`src/rtl/instr_fetch_unit_if.sv`:
```
// ---------------------------------------------------------------------------
// instr_fetch_unit_if
//
// Bundles the two buses of the instruction fetch unit:
//   - instruction-memory read bus (imem_a out, imem_rd in, combinational
//     memory response in the same cycle)
//   - decode delivery bus (out_valid/out_ready handshake carrying
//     out_instr, out_pc and out_pc8)
//
// Modports:
//   master : the fetch unit (drives imem_a and the decode outputs,
//            receives imem_rd and out_ready)
//   slave  : the environment (memory + decode)
// ---------------------------------------------------------------------------
interface instr_fetch_unit_if;
    logic [31:0] imem_a;
    logic [31:0] imem_rd;
    logic        out_valid;
    logic        out_ready;
    logic [31:0] out_instr;
    logic [31:0] out_pc;
    logic [31:0] out_pc8;

    modport master (
        output imem_a,
        input  imem_rd,
        output out_valid,
        output out_instr,
        output out_pc,
        output out_pc8,
        input  out_ready
    );

    modport slave (
        input  imem_a,
        output imem_rd,
        input  out_valid,
        input  out_instr,
        input  out_pc,
        input  out_pc8,
        output out_ready
    );
endinterface

```
`src/rtl/instr_fetch_unit.sv`:
```
// ---------------------------------------------------------------------------
// instr_fetch_unit
//
// Initiator side of the instruction-memory read interface. Holds the fetch
// PC, presents it as a byte address to a combinational instruction memory,
// and captures each returned word with its PC into a small prefetch queue.
// The queue head is offered to decode over a valid/ready handshake. A
// branch redirect flushes the queue and reloads the fetch PC.
//
// Parameters:
//   RESET_PC    : byte address fetched first after reset
//   MEM_BYTES   : instruction memory size; addresses >= MEM_BYTES are
//                 never fetched (the unit enters FAULT instead)
//   QUEUE_DEPTH : prefetch queue entries (power of two, >= 2)
//
// Ports:
//   clk, reset   : clock (rising edge), synchronous active-high reset
//   fetch_en     : when low no new entries are pushed; fetch_pc frozen
//   br_taken     : redirect request (priority over push and pop)
//   br_target    : redirect byte address, bits [1:0] ignored
//   fetch_fault  : fetch_pc is out of range, fetching halted
//   bus          : instr_fetch_unit_if.master (imem bus + decode bus)
//
// Optional feature (macro FETCH_PERF_COUNT_EN):
//   perf_count   : 32-bit saturating count of accepted pops
//   perf_flushes : 16-bit wrapping count of redirects that discarded
//                  at least one queued entry
// ---------------------------------------------------------------------------
module instr_fetch_unit #(
    parameter logic [31:0] RESET_PC    = 32'h0000_0000,
    parameter int unsigned MEM_BYTES   = 256,
    parameter int unsigned QUEUE_DEPTH = 2
) (
    input  logic        clk,
    input  logic        reset,
    input  logic        fetch_en,
    input  logic        br_taken,
    input  logic [31:0] br_target,
    output logic        fetch_fault,
`ifdef FETCH_PERF_COUNT_EN
    output logic [31:0] perf_count,
    output logic [15:0] perf_flushes,
`endif
    instr_fetch_unit_if.master bus
);

    localparam int          PTR_W     = $clog2(QUEUE_DEPTH);
    localparam int          CNT_W     = PTR_W + 1;
    localparam logic [31:0] MEM_LIMIT = 32'(MEM_BYTES);
    localparam logic [CNT_W-1:0] CNT_FULL = CNT_W'(QUEUE_DEPTH);

    typedef enum logic {
        ST_RUN   = 1'b0,
        ST_FAULT = 1'b1
    } state_t;

    // Control state
    state_t             state_q,    state_d;
    logic [31:0]        fetch_pc_q, fetch_pc_d;
    logic [PTR_W-1:0]   head_q,     head_d;
    logic [PTR_W-1:0]   tail_q,     tail_d;
    logic [CNT_W-1:0]   count_q,    count_d;

    // Queue storage (data only, never reset; outputs are gated by count)
    logic [31:0]        entry_instr_q [QUEUE_DEPTH];
    logic [31:0]        entry_pc_q    [QUEUE_DEPTH];
    logic               wr_en;

    logic               out_valid;
    logic               pop_req;
    logic               pop;
    logic               push;
    logic               full;
    logic [31:0]        redirect_pc;
    logic [31:0]        head_pc;

    // Low address bits of the redirect target carry no information.
    logic               unused_br_lsb;
    assign unused_br_lsb = ^br_target[1:0];

    assign out_valid   = (count_q != '0);
    assign full        = (count_q == CNT_FULL);
    assign redirect_pc = {br_target[31:2], 2'b00};

    // A pop offered in the same cycle as a redirect is discarded.
    assign pop_req = out_valid & bus.out_ready;
    assign pop     = pop_req & ~br_taken;

    // Full queue may still accept a push when the head leaves this cycle.
    assign push = fetch_en & (state_q == ST_RUN) & ~br_taken & (~full | pop_req);

    always_comb begin
        fetch_pc_d = fetch_pc_q;
        head_d     = head_q;
        tail_d     = tail_q;
        count_d    = count_q;
        state_d    = state_q;
        wr_en      = 1'b0;

        if (br_taken) begin
            fetch_pc_d = redirect_pc;
            head_d     = '0;
            tail_d     = '0;
            count_d    = '0;
        end else begin
            if (push) begin
                wr_en      = 1'b1;
                tail_d     = tail_q + PTR_W'(1);
                fetch_pc_d = fetch_pc_q + 32'd4;
            end
            if (pop) begin
                head_d = head_q + PTR_W'(1);
            end
            case ({push, pop})
                2'b10:   count_d = count_q + CNT_W'(1);
                2'b01:   count_d = count_q - CNT_W'(1);
                default: count_d = count_q;
            endcase
        end

        // RUN/FAULT tracks whether the next fetch address is in range.
        // Only a redirect can move fetch_pc while in FAULT.
        case (state_q)
            ST_RUN: begin
                if (fetch_pc_d >= MEM_LIMIT) state_d = ST_FAULT;
            end
            ST_FAULT: begin
                if (fetch_pc_d < MEM_LIMIT) state_d = ST_RUN;
            end
            default: state_d = ST_RUN;
        endcase
    end

    always_ff @(posedge clk) begin
        if (reset) begin
            fetch_pc_q <= RESET_PC;
            head_q     <= '0;
            tail_q     <= '0;
            count_q    <= '0;
            state_q    <= (RESET_PC >= MEM_LIMIT) ? ST_FAULT : ST_RUN;
        end else begin
            fetch_pc_q <= fetch_pc_d;
            head_q     <= head_d;
            tail_q     <= tail_d;
            count_q    <= count_d;
            state_q    <= state_d;
        end
    end

    always_ff @(posedge clk) begin
        if (wr_en) begin
            entry_instr_q[tail_q] <= bus.imem_rd;
            entry_pc_q[tail_q]    <= fetch_pc_q;
        end
    end

`ifdef FETCH_PERF_COUNT_EN
    logic [31:0] perf_count_q,   perf_count_d;
    logic [15:0] perf_flushes_q, perf_flushes_d;

    always_comb begin
        perf_count_d   = perf_count_q;
        perf_flushes_d = perf_flushes_q;
        if (pop && (perf_count_q != 32'hFFFF_FFFF)) begin
            perf_count_d = perf_count_q + 32'd1;
        end
        if (br_taken && out_valid) begin
            perf_flushes_d = perf_flushes_q + 16'd1;
        end
    end

    always_ff @(posedge clk) begin
        if (reset) begin
            perf_count_q   <= '0;
            perf_flushes_q <= '0;
        end else begin
            perf_count_q   <= perf_count_d;
            perf_flushes_q <= perf_flushes_d;
        end
    end

    assign perf_count   = perf_count_q;
    assign perf_flushes = perf_flushes_q;
`endif

    assign head_pc       = out_valid ? entry_pc_q[head_q] : 32'd0;
    assign bus.imem_a    = fetch_pc_q;
    assign bus.out_valid = out_valid;
    assign bus.out_instr = out_valid ? entry_instr_q[head_q] : 32'd0;
    assign bus.out_pc    = head_pc;
    assign bus.out_pc8   = head_pc + 32'd8;
    assign fetch_fault   = (state_q == ST_FAULT);

endmodule

```
`src/flat_wrapper.sv`:
```
// flat-port wrapper written by rule: the top's interface ports become plain ports
module instr_fetch_unit_flat 
#(
    parameter logic [31:0] RESET_PC    = 32'h0000_0000,
    parameter int unsigned MEM_BYTES   = 256,
    parameter int unsigned QUEUE_DEPTH = 2
)
  (clk, reset, fetch_en, br_taken, br_target, fetch_fault, bus_imem_a, bus_imem_rd, bus_out_valid, bus_out_instr, bus_out_pc, bus_out_pc8, bus_out_ready);
  instr_fetch_unit_if bus_i ();
  input  logic clk;
  input  logic reset;
  input  logic fetch_en;
  input  logic br_taken;
  input  logic [31:0] br_target;
  output logic fetch_fault;
  output wire logic [$bits(bus_i.imem_a)-1:0] bus_imem_a;
  input wire logic [$bits(bus_i.imem_rd)-1:0] bus_imem_rd;
  output wire logic [$bits(bus_i.out_valid)-1:0] bus_out_valid;
  output wire logic [$bits(bus_i.out_instr)-1:0] bus_out_instr;
  output wire logic [$bits(bus_i.out_pc)-1:0] bus_out_pc;
  output wire logic [$bits(bus_i.out_pc8)-1:0] bus_out_pc8;
  input wire logic [$bits(bus_i.out_ready)-1:0] bus_out_ready;
  assign bus_imem_a = bus_i.imem_a;
  assign bus_i.imem_rd = bus_imem_rd;
  assign bus_out_valid = bus_i.out_valid;
  assign bus_out_instr = bus_i.out_instr;
  assign bus_out_pc = bus_i.out_pc;
  assign bus_out_pc8 = bus_i.out_pc8;
  assign bus_i.out_ready = bus_out_ready;
  instr_fetch_unit #(.RESET_PC(RESET_PC), .MEM_BYTES(MEM_BYTES), .QUEUE_DEPTH(QUEUE_DEPTH)) u_core (.clk(clk), .reset(reset), .fetch_en(fetch_en), .br_taken(br_taken), .br_target(br_target), .fetch_fault(fetch_fault), .bus(bus_i));
endmodule
```
`config.mk`:
```
export PLATFORM = sky130hd
export DESIGN_NAME = instr_fetch_unit_flat
export DESIGN_NICKNAME = d
export VERILOG_FILES = /design/src/rtl/instr_fetch_unit_if.sv /design/src/rtl/instr_fetch_unit.sv /design/src/flat_wrapper.sv
export SDC_FILE = /design/constraint.sdc
export NUM_CORES = 1
export LEC_CHECK = 0
export ABC_AREA = 1
export CAP_MARGIN = 20
export CORE_UTILIZATION = 25
export CTS_BUF_LIST = sky130_fd_sc_hd__clkbuf_4
export CTS_CLUSTER_SIZE = 20
export DETAILED_ROUTE_END_ITERATION = 10
export GPL_ROUTABILITY_DRIVEN = 0
export PLACE_DENSITY = 0.56
export SYNTH_ARGS = -nofsm -noshare
export SYNTH_HDL_FRONTEND = slang
export SYNTH_SLANG_ARGS = --single-unit
```
`constraint.sdc`:
```
create_clock -name clk -period 5.15 [get_ports clk]
set_clock_uncertainty 0.1 [all_clocks]
set_input_delay 0.515 -clock clk [delete_from_list [all_inputs] [get_ports clk]]
set_output_delay 0.515 -clock clk [all_outputs]
set_load 0.02 [all_outputs]
```
==> metrics.csv, run 1 <==
metric;value;unit
# port buffers;196;
Slew Limit Fails;0;
clk root buf;clkbuf_4;
Clk Latency, worst-skew pair;0.55;ns
postcts setup bufs;0;
Max VDD drop;0.124;mV
Sum Neg Setup Slack;0;ns
via/cell ratio;4.34;
switching share of power;25.3;%
Multi-input gate area;3020;um^2
Max-cap violations;0;
largest family of logic cells by synthesized area;simple AND/OR/NAND/NOR gates;
Setup Viol. Count Final;0;
P&R area growth vs syn;34.1;%
Cells after DPL;1496;
global-route wire length before repair;35900;um
dpl ws;0.954;ns
placed inst area;10600;um^2
CTS buffer count;17;
launch point of the worst reg-to-reg path;u_core.bus.imem_a[2]$_SDFF_PP0_;
core area;31800;um^2
Hold Vio Cnt, Final;0;
grt total ovfl;0;
Die X;182;um
CP Class;reg2out;
Post-synth EDFFs;128;
Hold Crit Class;reg2reg;
Longest Clk Path Bufs;2;
hpwl dp;17300;um
Post-Layout Cell Count;1529;
Syn. warnings;0;
async set-or-reset flop fraction in the synthesized netlist;0;%
run status;finished, final reports clean;
DRC;0;
most common cell after layout, fill and taps aside;nand2_1;
CP Launch Type;flop;
Filler Cells Inserted;3265;
worst setup margin;0.433;ns
Power Density;246;nW/um^2
initial antenna violation count;1;
critical path capture point type;output pin;
mux cell area share after synthesis;0;%
H-Tree Depth;4;
post-synthesis compound-gate area fraction;5.67;%
CTS Hold Buffers Added;0;
commonest non-fill, non-tap cells in the layout;nand2_1 (225), clkdlybuf4s50_1 (196), edfxtp_1 (128), nor2_1 (122), inv_1 (78);
RSZ-0062 raised after global routing;false;
final hold slack;0.392;ns
worst reg-to-reg setup slack;2.28;ns
number of global-route vias before repair;6277;
ANT nets after route;0;
# nets final;1152;
CP endpoint;bus_out_pc8[28];
num ports;199;
finished layout cell area;10900;um^2
Initial DRT Pass Iterations;5;
clock sinks;166;
Hold Path Depth;2;
# rows;65;
switching pwr;680;uW
Synth Area in Simple Gates;27.2;%
fin crit share;91.6;%
Register Area;4610;um^2
logic gate share of total power;9.9;%
WL/cell;15.6;um
All-Layer GR Usage;14.2;%
die area;33300;um^2
Chip Height;182;um
Routed Wire Length;23800;um
Mapped Avg Cell Area;9.18;um^2
Cell Area, Synth;8140;um^2
syn_nets;959;
Rel. slew slack;41.6;%
Leakage;0.00399;uW
reg2reg end;u_core.fetch_fault$_SDFF_PP0_;
CP max FO;36;
largest net degree at the start of global routing;65;
clock transition at the registers of the reported paths;0.13;ns
Period minus WS final;4.72;ns
maximum clock frequency;0.212;GHz
clock share of power;33.7;%
Post-Synthesis Cells;887;
dominant synthesized flop cell;edfxtp_1;
Worst Tran Pin Value;0.875;ns
Yosys reg bits;166;
Critical Path AT;4.10;ns
Reg power frac;56.4;%
WP data required;4.53;ns
TritonCTS clock tree;built;
FF-to-FF path depth;16;
sequential-to-total area share from yosys stat;56.6;%
P_int;2010;uW
Cell variety after synth;42;
share of post-route cells with drive strength above 1;10.1;%
Initial Util;25.6;%
Synth Area in XOR/XNOR;3.55;%
post-CTS sizing;0;
DR vias;6630;
Iter 0 DRT Violations;402;
post-synthesis adder-cell area fraction;0.461;%
cell usage after synthesis (2+ instances only):
master | number | area share (%)
nand2_1 | 225 | 10
edfxtp_1 | 128 | 47
nor2_1 | 124 | 5.7
inv_1 | 78 | 3.6
a21oi_1 | 63 | 3.9
nand3_1 | 44 | 2.7
dfxtp_1 | 38 | 9.3
xor2_1 | 26 | 2.8
nand4_1 | 18 | 1.4
inv_2 | 12 | 0.55
nor2_2 | 12 | 0.92
o21ai_0 | 11 | 0.68
clkbuf_1 | 10 | 0.46
nor3_1 | 10 | 0.61
nor3_4 | 10 | 2.0
buf_1 | 9 | 0.41
or2_2 | 8 | 0.61
nor2_4 | 7 | 0.97
xnor2_1 | 7 | 0.75
buf_4 | 6 | 0.55
nor3_2 | 5 | 0.61
buf_2 | 4 | 0.25
buf_6 | 3 | 0.41
ha_1 | 3 | 0.46
nor4_1 | 3 | 0.23
o211ai_1 | 3 | 0.28
nand2_2 | 2 | 0.15
o21ai_1 | 2 | 0.12
o21ai_2 | 2 | 0.22
o221ai_1 | 2 | 0.22
power groups by stage:
stage | clock network (uW) | registers, uW | logic, uW
CTS | 939 | 1510 | 270
global route | 990 | 1520 | 289
global placement | 0 | 1540 | 266
floorplan | 0 | 1550 | 114
detailed placement | 0 | 1540 | 269
finish | 906 | 1510 | 266
logic make-up (layout without fill, tap and decap cells):
group	Yosys count	count (layout)
simple gates	474	474
flops	166	166
buf+inv	125	331
compound gates	86	86
xor+xnor	33	33
fa+ha+maj	3	3
other cells	0	1
state kept, by name, summed over array words and instances (netlist names), named ones only:
| register | count |
|---|---|
| u_core.entry_instr_q | 64 |
| u_core.entry_pc_q | 64 |
| u_core.bus.imem_a | 32 |
| u_core.count_q | 2 |
| u_core.fetch_fault | 1 |
| u_core.head_q | 1 |
| u_core.tail_q | 1 |
cell type report:
cell class,instances,share of cell area [%]
repair buffers,207,18.8
clock buffers,18,1.24
well taps,435,4.98
flip-flops and latches,166,42.2
multi-input cells,596,27.6
diodes,1,0.0229
inverters,92,3.17
clock inverters,14,1.91
worst min path at each step:
stage,start,end
final,u_core.head_q$_SDFFE_PP0P_,u_core.head_q$_SDFFE_PP0P_
after global routing,bus_imem_rd[13],u_core.entry_instr_q[0][13]$_DFFE_PP_
after CTS,bus_imem_rd[8],u_core.entry_instr_q[0][8]$_DFFE_PP_
after detailed placement,u_core.head_q$_SDFFE_PP0P_,u_core.head_q$_SDFFE_PP0P_
after global placement,u_core.head_q$_SDFFE_PP0P_,u_core.head_q$_SDFFE_PP0P_
after floorplan,u_core.head_q$_SDFFE_PP0P_,flop
worst max-delay path: stages, from the launching register on:
cell and delay [ns]:
dfxtp_2 0.92, buf_4 0.47, nor2_1 0.14, nor3_4 0.29, nand4_2 0.23, nor2_2 0.20
nand2_2 0.12, nor2_4 0.16, nand4_1 0.14, xor2_1 0.23, clkdlybuf4s50_1 0.64
metrics by stage:
step           total power [uW]  utilization [%]
4_1_cts                    2720             34.3
6_report                   2690             34.3
5_1_grt                    2800             34.3
3_5_place_dp               1810             33.2
3_3_place_gp               1810             33.2
2_1_floorplan              1660                -
routing by layer:
layer  GRT usage (%)  vias up  part of all wire (%)
li1                -     3304                     -
met1            19.1     3103                    46
met2            22.9      214                    46
met3            3.55        9                   6.4
met4            3.03        0                  0.81
met5               0        -                     0
Power figures use the tool's default switching activity.
==> run 2, diff against run 1 <==
--- a/constraint.sdc
+++ b/constraint.sdc
@@ -4,2 +4,2 @@
 set_output_delay 0.515 -clock clk [all_outputs]
-set_load 0.02 [all_outputs]
+set_load 0.05 [all_outputs]
==> metrics.csv, run 2 (synthesis gave the netlist of run 1 again) <==
metric;value;unit;change
Die X;182;um;unchanged
commonest non-fill, non-tap cells in the layout;nand2_1 (225), clkdlybuf4s50_1 (196), edfxtp_1 (128), nor2_1 (122), inv_1 (78);;
WP data required;4.53;ns;about the same
Max VDD drop;0.104;mV;-16%
# port buffers;196;;unchanged
largest net degree at the start of global routing;43;;-34%
P&R area growth vs syn;33.4;%;
Longest Clk Path Bufs;2;;unchanged
most common cell after layout, fill and taps aside;nand2_1;;
Period minus WS final;4.45;ns;-0.270 ns
via/cell ratio;4.31;;-0.54%
clock sinks;166;;unchanged
slowest CP cell;clkdlybuf4s50_1;;
number of global-route vias before repair;6308;;+0.49%
Initial DRT Pass Iterations;7;;+2
global-route wire length before repair;36000;um;+0.19%
num ports;199;;unchanged
run status;finished, final reports clean;;
Hold Path End;u_core.head_q$_SDFFE_PP0P_;;
number of buffers and inverters on the critical path;3;;+1
# rows;65;;unchanged
DRC;0;;unchanged
logic gate share of total power;12.7;%;+2.8 points
switching pwr;738;uW;+8.5%
clock transition at the registers of the reported paths;0.15;ns;+0.02 ns
clock share of power;28.9;%;-4.8 points
fin crit share;86.3;%;-5.3 points
post-CTS sizing;0;;unchanged
Initial Util;25.6;%;unchanged
RSZ-0062 raised after global routing;false;;
Hold Vio Cnt, Final;0;;unchanged
Routed Wire Length;23600;um;-0.77%
maximum clock frequency;0.225;GHz;+6.1%
Iter 0 DRT Violations;549;;+37%
H-Tree Depth;4;;unchanged
Power Density;238;nW/um^2;-3.1%
final hold slack;0.386;ns;-0.00680 ns
CP cell instances;nor2_4 > buf_12 > nor2_1 > o21ai_1 > inv_1 > nand3_1 > nor2_2 > nand2_2 > nor2_4 > nand2_1 > xor2_1 > clkdlybuf4s50_1;;
clk root buf;clkbuf_4;;
CP Class;reg2out;;
hpwl dp;17500;um;+1.4%
Final Power;2590;uW;-3.6%
share of post-route cells with drive strength above 1;10.2;%;+0.16 points
Worst Tran Pin Value;0.750;ns;-0.124 ns
critical path capture point type;output pin;;
crit-path max cell delay;0.85;ns;-0.07 ns
Rel. slew slack;49.9;%;+8.3 points
CTS buffer count;17;;unchanged
switching share of power;28.5;%;+3.2 points
launch point of the worst reg-to-reg path;u_core.bus.imem_a[2]$_SDFF_PP0_;;
# nets final;1154;;+0.17%
CP dominant cell by count;nor2_4;;
CTS Hold Buffers Added;0;;unchanged
Slew Limit Fails;0;;unchanged
CP max FO;23;;-36%
Max-cap violations;0;;unchanged
Leakage;0.00397;uW;-0.57%
ANT nets after route;0;;unchanged
FF-to-FF path depth;16;;unchanged
Hold Path Origin;u_core.head_q$_SDFFE_PP0P_;;
WL/cell;15.4;um;-0.90%
CP Launch Type;flop;;
initial antenna violation count;1;;unchanged
CP top delay family;buffers and inverters;;
postcts setup bufs;0;;unchanged
P_int;1850;uW;-7.7%
Hold Path Depth;2;;unchanged
grt total ovfl;0;;unchanged
reg2reg end;u_core.fetch_fault$_SDFF_PP0_;;
Clk Latency, worst-skew pair;0.54;ns;about the same
Critical Path AT;3.83;ns;-0.27 ns
All-Layer GR Usage;14.2;%;+0.019 points
Chip Height;182;um;unchanged
die area;33300;um^2;unchanged
Reg power frac;58.4;%;+2.0 points
DR vias;6603;;-0.41%
Hold Crit Class;reg2reg;;
Setup Viol. Count Final;0;;unchanged
Sum Neg Setup Slack;0;ns;unchanged
core area;31800;um^2;unchanged
TritonCTS clock tree;built;;
worst reg-to-reg setup slack;2.28;ns;about the same
==> run 2: changes by cell type in the layout (fill, tap and decap cells not counted), sizes merged <==
cell      before  now
buf           11   13
clkinv         3    6
clkinvlp       1    2
clkbuf        18   17
bufinv         4    1
==> run 2: layout make-up <==
cell class	count	area, um^2
clock inverter	15	143
fill	3256	20900
multi-input combinational	596	3020
sequential	166	4610
inverter	92	347
antenna	1	2.50
tap	435	544
clock buffer	17	128
timing repair buffer	209	2070
==> run 2: how the worst max path moves through the flow <==
stage / startpoint / end / slack (ns) / cells past startpoint
floorplan: u_core.fetch_fault$_SDFF_PP0_ / u_core.entry_instr_q[1][0]$_DFFE_PP_ / 0.88 / 6
global placement: flop / bus_out_pc8[28] / 1.26 / 13
detailed placement: flop / bus_out_pc8[28] / 1.23 / 13
CTS: u_core.count_q[0]$_SDFFE_PP0P_ / bus_out_pc8[22] / 0.58 / 12
global route: flop / bus_out_pc8[28] / 0.38 / 13
finish: u_core.count_q[0]$_SDFFE_PP0P_ / bus_out_pc8[22] / 0.70 / 12
==> run 2: worst reg2reg max path: stages, from the launching register on <==
cell and delay, ns:
dfxtp_1 0.53, ha_1 0.23, inv_1 0.06, nor2_1 0.13, nand2_1 0.16, nor2_2 0.40, nand2_1 0.18, nor2_1 0.17
nand3_1 0.09, nand3_1 0.11, nand2_1 0.06, nor2_1 0.12, nand2_1 0.06, nor2_1 0.16, nand3_1 0.11, nand2_1 0.08
inv_1 0.04
==> run 2: power groups by stage <==
stage                     clock network, uW  registers, uW  logic, uW
after floorplan                           0           1580        143
after global placement                    0           1540        329
after detailed placement                  0           1540        331
after CTS                               780           1510        332
after global routing                    836           1520        353
final                                   748           1510        328
==> run 2: per-stage QoR <==
stage | std cells | utilization [%] | setup WS (ns) | instance area [um^2]
after floorplan | 887 | - | 0.881 | 8140
after global placement | 1498 | 33.3 | 1.26 | 10600
after detailed placement | 1498 | 33.3 | 1.23 | 10600
after CTS | 1530 | 34.1 | 0.584 | 10900
after global routing | 1531 | 34.2 | 0.377 | 10900
final | 1531 | 34.2 | 0.704 | 10900
==> run 2: routing by layer <==
layer / track usage, % / vias to the layer above / routed length [um]
met5: 0 / - / 0
met4: 3.26 / 0 / 288
met3: 3.19 / 14 / 1350
met2: 22.8 / 220 / 10900
met1: 19.4 / 3064 / 11100
li1: - / 3305 / -
